$ cat src/rtl/fwd_hazard_unit.sv
// fwd_hazard_unit: operand forwarding and load-use stall driven by a shift-register record of in-flight destinations
module fwd_hazard_unit #(
  parameter int XLEN = 32,
  parameter int NPORTS = 2,
  parameter int REG_AW = 5,
  parameter int DEPTH = 3,
  parameter int LOAD_LAT = 2,
  parameter int CNT_W = 32
) (
  input  logic                     clk,
  input  logic                     rst,
  input  logic                     id_valid,
  input  logic [NPORTS*REG_AW-1:0] id_rs,
  input  logic [NPORTS*XLEN-1:0]   id_rD,
  input  logic [REG_AW-1:0]        id_rd,
  input  logic                     id_we,
  input  logic                     id_is_load,
  input  logic [DEPTH*XLEN-1:0]    stage_wD,
  input  logic                     flush,
  output logic [NPORTS*XLEN-1:0]   real_rD,
  output logic [NPORTS*2-1:0]      fwd_src,
  output logic                     stall,
  output logic [CNT_W-1:0]         stall_cnt
);
  logic [DEPTH-1:0] trk_v, trk_we, trk_ld;
  logic [DEPTH*REG_AW-1:0] trk_rd;
  logic [NPORTS-1:0] hz;
  always_comb begin
    hz = '0;
    real_rD = id_rD;
    fwd_src = '0;
    for (int p = 0; p < NPORTS; p++)
      for (int k = DEPTH - 1; k >= 0; k--)
        if (trk_v[k] && trk_we[k] && trk_rd[k*REG_AW +: REG_AW] != '0 &&
            trk_rd[k*REG_AW +: REG_AW] == id_rs[p*REG_AW +: REG_AW]) begin
          hz[p] = trk_ld[k] && k < LOAD_LAT;
          real_rD[p*XLEN +: XLEN] = hz[p] ? id_rD[p*XLEN +: XLEN] : stage_wD[k*XLEN +: XLEN];
          fwd_src[p*2 +: 2] = hz[p] ? 2'd0 : k >= 2 ? 2'd3 : 2'(k + 1);
        end
  end
  assign stall = id_valid & ~flush & |hz;
  always_ff @(posedge clk) begin
    trk_rd <= {trk_rd[(DEPTH-1)*REG_AW-1:0], id_rd};
    trk_we <= {trk_we[DEPTH-2:0], id_we};
    trk_ld <= {trk_ld[DEPTH-2:0], id_is_load};
    trk_v <= (rst || flush) ? '0 : {trk_v[DEPTH-2:0], id_valid & ~stall};
    if (rst)
      stall_cnt <= '0;
    else if (stall && ~&stall_cnt)
      stall_cnt <= stall_cnt + 1'b1;
  end
endmodule

$ cat config.mk
export PLATFORM = sky130hd
export DESIGN_NAME = fwd_hazard_unit
export DESIGN_NICKNAME = d
export VERILOG_FILES = /design/src/rtl/fwd_hazard_unit.sv
export SDC_FILE = /design/constraint.sdc
export NUM_CORES = 1
export LEC_CHECK = 0
export CORE_AREA = 2 2 110 112
export CTS_CLUSTER_SIZE = 28
export DETAILED_ROUTE_END_ITERATION = 16
export DIE_AREA = 0 0 112 114
export GPL_TIMING_DRIVEN = 0
export PLACE_DENSITY = 0.78
export SYNTH_ARGS = -nofsm -noshare
export SYNTH_HDL_FRONTEND = slang
export SYNTH_SLANG_ARGS = --single-unit
$ cat constraint.sdc
create_clock -name clk -period 14.4 [get_ports clk]
set_input_delay 4.32 -clock clk [delete_from_list [all_inputs] [get_ports clk]]
set_output_delay 4.32 -clock clk [all_outputs]
set_load 0.01 [all_outputs]
; Yosys cells after proc, flatten, opt, wreduce, memory -nomap -nowiden
; Index checks and enable logic that the tools add are counted.
; W data, S select, Z words.
[totals]
mem_bits_ro = 0
register_bits = 55
ram_bits = 0
latchBits = 0
mem_count = 0
[classes]
magnitude_cmp = 0
multipliers = 0
n_bitwise = 5
shifts = 0
div_mod_pow = 0
muxes = 22
reduce_logical = 20
eq_ne = 6
addsub = 1
[op_table]
columns = op, count
row1 = $mux W32, 10
row2 = $add A32 B1 Y32 const B, 1
row3 = $reduce_and A32 Y1, 1
row4 = $eq A5 B5 Y1, 6
row5 = $reduce_bool A5 Y1, 3
row6 = $mux W2, 7
row7 = $logic_and A1 B1 Y1, 13
row8 = $mux W1, 5
row9 = $and A1 B1 Y1, 3
row10 = $not A1 Y1, 2
row11 = $reduce_or A2 Y1, 1
row12 = $logic_not A1 Y1, 1
row13 = $logic_or A1 B1 Y1, 1

; Logic depth before layout (Yosys ltp)
[logic_depth]
depth_word = 9
ltp_mapped = 11

; Worst setup path before layout
; No wires, ideal clock.
[synth_timing]
path_kind = in2out
from = input id_rs[3]
to = output real_rD[16]
t_arrival_ns = 6.409
path_slack_ns = 3.671
cell_stages = 11
path_buffers = 3
path_cell_list = xor2_1 > nor3_1 > nand3_1 > or2_2 > clkbuf_1 > or3_1 > buf_2 > nand3_1 > buf_2 > nor2_1 > nor3_1
[synth_between]
elab_chain_cells = 5
elab_cells_between_ends = 9
cone_classes = 3 x eq/ne / 3 x mux / 3 x reduce/logical
[synth_rtl]
columns = item, line
row1 = "start, declared", 13  ; input logic [NPORTS*REG_AW-1:0] id_rs,
row2 = $eq A5 B5 Y1, 35  ; trk_rd[k*REG_AW +: REG_AW] == id_rs[p*REG_AW +: REG_AW]) begin
row3 = $logic_and A1 B1 Y1, 34  ; if (trk_v[k] && trk_we[k] && trk_rd[k*REG_AW +: REG_AW] != '0 &&
row4 = $mux W32 (2 in a row), 34
row5 = $mux W32 (*), 34
row6 = "end, declared", 20  ; output logic [NPORTS*XLEN-1:0] real_rD,
; Mark *: on every way between the ends. The rest lies on a longest branch, timed or not.

; Worst setup path in the final report
[layout_timing]
from = input id_rs[0]
to = output real_rD[25]
; Same word-level chain as after synthesis.

==> results.json <==
{
  "drv_slew": 0,
  "worstPathCellList": "clkdlybuf4s50_1 > xnor2_1 > nand3_1 > nor4_1 > buf_2 > nand3b_1 > buf_2 > buf_1 > o22ai_1 > nor3_1 > clkdlybuf4s50_1",
  "rows": 40,
  "via_count": 5847,
  "cts_max_level": 2,
  "min_period_ps": 12520,
  "dieArea_mm2": 0.0128,
  "critPathKind": "in2out",
  "crit_required_ps": 10080,
  "power.switching_mw": 0.0989,
  "switching_share_pct": 25.3,
  "wl_per_cell_um": 20.9,
  "overflow": 0,
  "rr_worst_depth": 10,
  "area_delta_synth_final_pct": 73.3,
  "worstPathMaxFanout": 10,
  "syn-num-nets": 774,
  "grt_pass1_vias": 5824,
  "drtPass1Iterations": 5,
  "clockBufferDepth": 2,
  "p_comb_share_pct": 29.3,
  "ir_drop_uv": 88.6,
  "grt_use_total_pct": 31.8,
  "io_buffers": 280,
  "synth.top_cell.area_share_pct": 25.8,
  "intPower_mw": 0.292,
  "cts_hold_buf": 0,
  "cts_resized": 0,
  "cp_num_buf_inv": 5,
  "drc": 0,
  "wl_um": 21500,
  "dpl.hpwl_um": 16800,
  "hp-start": "trk_we[1]",
  "synth_edf_count": 0,
  "die_w_um": 112,
  "finalSetupViolations": 0,
  "path_clk_slew_ps": 70,
  "nets": 1061,
  "fin_worst_skew_ps": 7.81,
  "status": "finished, final reports clean",
  "synthCells": 592,
  "power.leakage_nw": 2.65,
  "ios": 282,
  "avgSynthCellArea_um2": 7.22,
  "synth_common_cells": "nor2_1 (98), dfxtp_1 (55), nand2_1 (46)",
  "cts_tree": "done",
  "drv_cap": 0,
  "end_kind": "output pin",
  "yosysMostFrequentCell": "nor2_1",
  "antenna_found_initial": 1,
  "drive_gt1_share_pct": 2.28,
  "ant_nets": 0,
  "max_freq_mhz": 79.9,
  "r2r_start": "trk_rd[1]",
  "worstHoldPathType": "reg2reg",
  "ys_warn_count": 0,
  "cp.arrival_ps": 8200,
  "final.setup.tns_ps": 0,
  "grt_start_max_net_pins": 18,
  "synth_area_leaders": "dfxtp_1 (26%), nor2_1 (8.6%), xor2_1 (6.6%), a22oi_1 (5.6%), nand2_1 (4.0%)",
  "critical-path-top-delay-family": "buffers and inverters",
  "worst_slew_pin_slew_ps": 840,
  "cts_root_buf": "clkbuf_16",
  "pwr-share-seq_pct": 40.6,
  "whs_ps": 359,
  "gp_congestion": 0.961,
  "numCtsBuffers": 5,
  "worst_path_max_delay_cell": "nor4_1",
  "start_util_pct": 36.5,
  "crit_cells": 11,
  "relSlewSlack_pct": 44.0,
  "syn_area_mm2": 0.00427,
  "ys_seq_area_share_pct": 25.8,
  "p_clk_share_pct": 30.1,
  "core_mm2": 0.0117,
  "synth_seq_cells": 55,
  "async_flop_share_pct": 0,
  "hold_violations": 0,
  "cts.sinks": 55,
  "total_power_mw": 0.390,
  "synth_cell_types": 42,
  "whs_path_depth": 0,
  "die_h_um": 114,
  "fin_crit_sh_pct": 86.9,
  "synth_ff_type": "dfxtp_1",
  "cp-startpoint": "id_rs[0]",
  "drt_iter0_drc": 540,
  "clock_latency_ps": 290,
  "max_stage_delay_ps": 690,
  "grt_setup_unrepaired": "no",
  "postCtsSetupBuffers": 0,
  "yosysTopAreaCell": "dfxtp_1",
  "cp-start-kind": "input port",
  "power_density_mw_per_mm2": 52.7,
  "avgViaCountPerCell": 5.69,
  "grt_pass1_wl_um": 32600
}
[power by group through the flow]
stage          Combinational [mW]  Clock, mW  Sequential [mW]
2_1_floorplan              0.0313          0            0.161
3_3_place_gp                0.112          0            0.162
3_5_place_dp                0.113          0            0.162
4_1_cts                     0.114      0.121            0.159
5_1_grt                     0.121      0.126            0.159
6_report                    0.114      0.118            0.159
[cell type report]
| cell class | instances | area, um2 |
|---|---|---|
| inverters | 5 | 18.8 |
| diodes | 1 | 2.50 |
| well taps | 147 | 184 |
| fillers | 1080 | 4310 |
| repair buffers | 280 | 2800 |
| multi-input cells | 486 | 2970 |
| plain buffers | 46 | 186 |
| flip-flops and latches | 55 | 1100 |
| clock buffers | 5 | 125 |
| clock inverters | 2 | 16.3 |
[flip-flops by register name, summed over array words and instances (netlist names)]
signal     count
stall_cnt     32
trk_ld         2
trk_rd        15
trk_v          3
trk_we         3
[final timing paths]
check	endpoint	slack, ps
min	trk_we[2]	360
max reg2reg	stall_cnt[28]	11270
min reg2reg	trk_we[2]	360
max	real_rD[25]	1880
[through the flow]
| stage | utilization [%] | setup WS (ps) | instances | cell area [um2] |
|---|---|---|---|---|
| 3_3_place_gp | 62.0 | 1920 | 1019 | 7260 |
| 3_5_place_dp | 62.0 | 1880 | 1019 | 7260 |
| 5_1_grt | 63.2 | 1710 | 1027 | 7400 |
| 4_1_cts | 63.2 | 1870 | 1026 | 7400 |
| 2_1_floorplan | - | 3670 | 592 | 4270 |
| 6_report | 63.2 | 1880 | 1027 | 7400 |
[logic make-up after synthesis]
logic type	Yosys count	synth area share [%]
simple gates	280	31.8
compound gates	140	23.5
mux	15	3.54
buf+inv	51	4.80
flops	55	25.8
fa+ha+maj	1	0.293
xor+xnor	50	10.3
[placed cells by master, fill, tap and decap left out, drive strengths merged, types with 21 or more instances in the layout]
cell type and instances:
clkdlybuf4s50 280, nor2 98, dfxtp 55, nand2 47, clkbuf 41, xor2 32, a22oi 32, nand3 28
a21oi 26, nor3 23, or3 21
[per-layer routing]
layer,up-vias,wire [um],share of wire [%],GRT usage (%)
met2,282,10500,49,55.2
met3,62,1320,6.2,4.46
met5,-,0,0,0
met4,0,889,4.1,13.3
met1,2754,8790,41,39.9
li1,2749,-,-,-
Power figures use the tool's default switching activity.
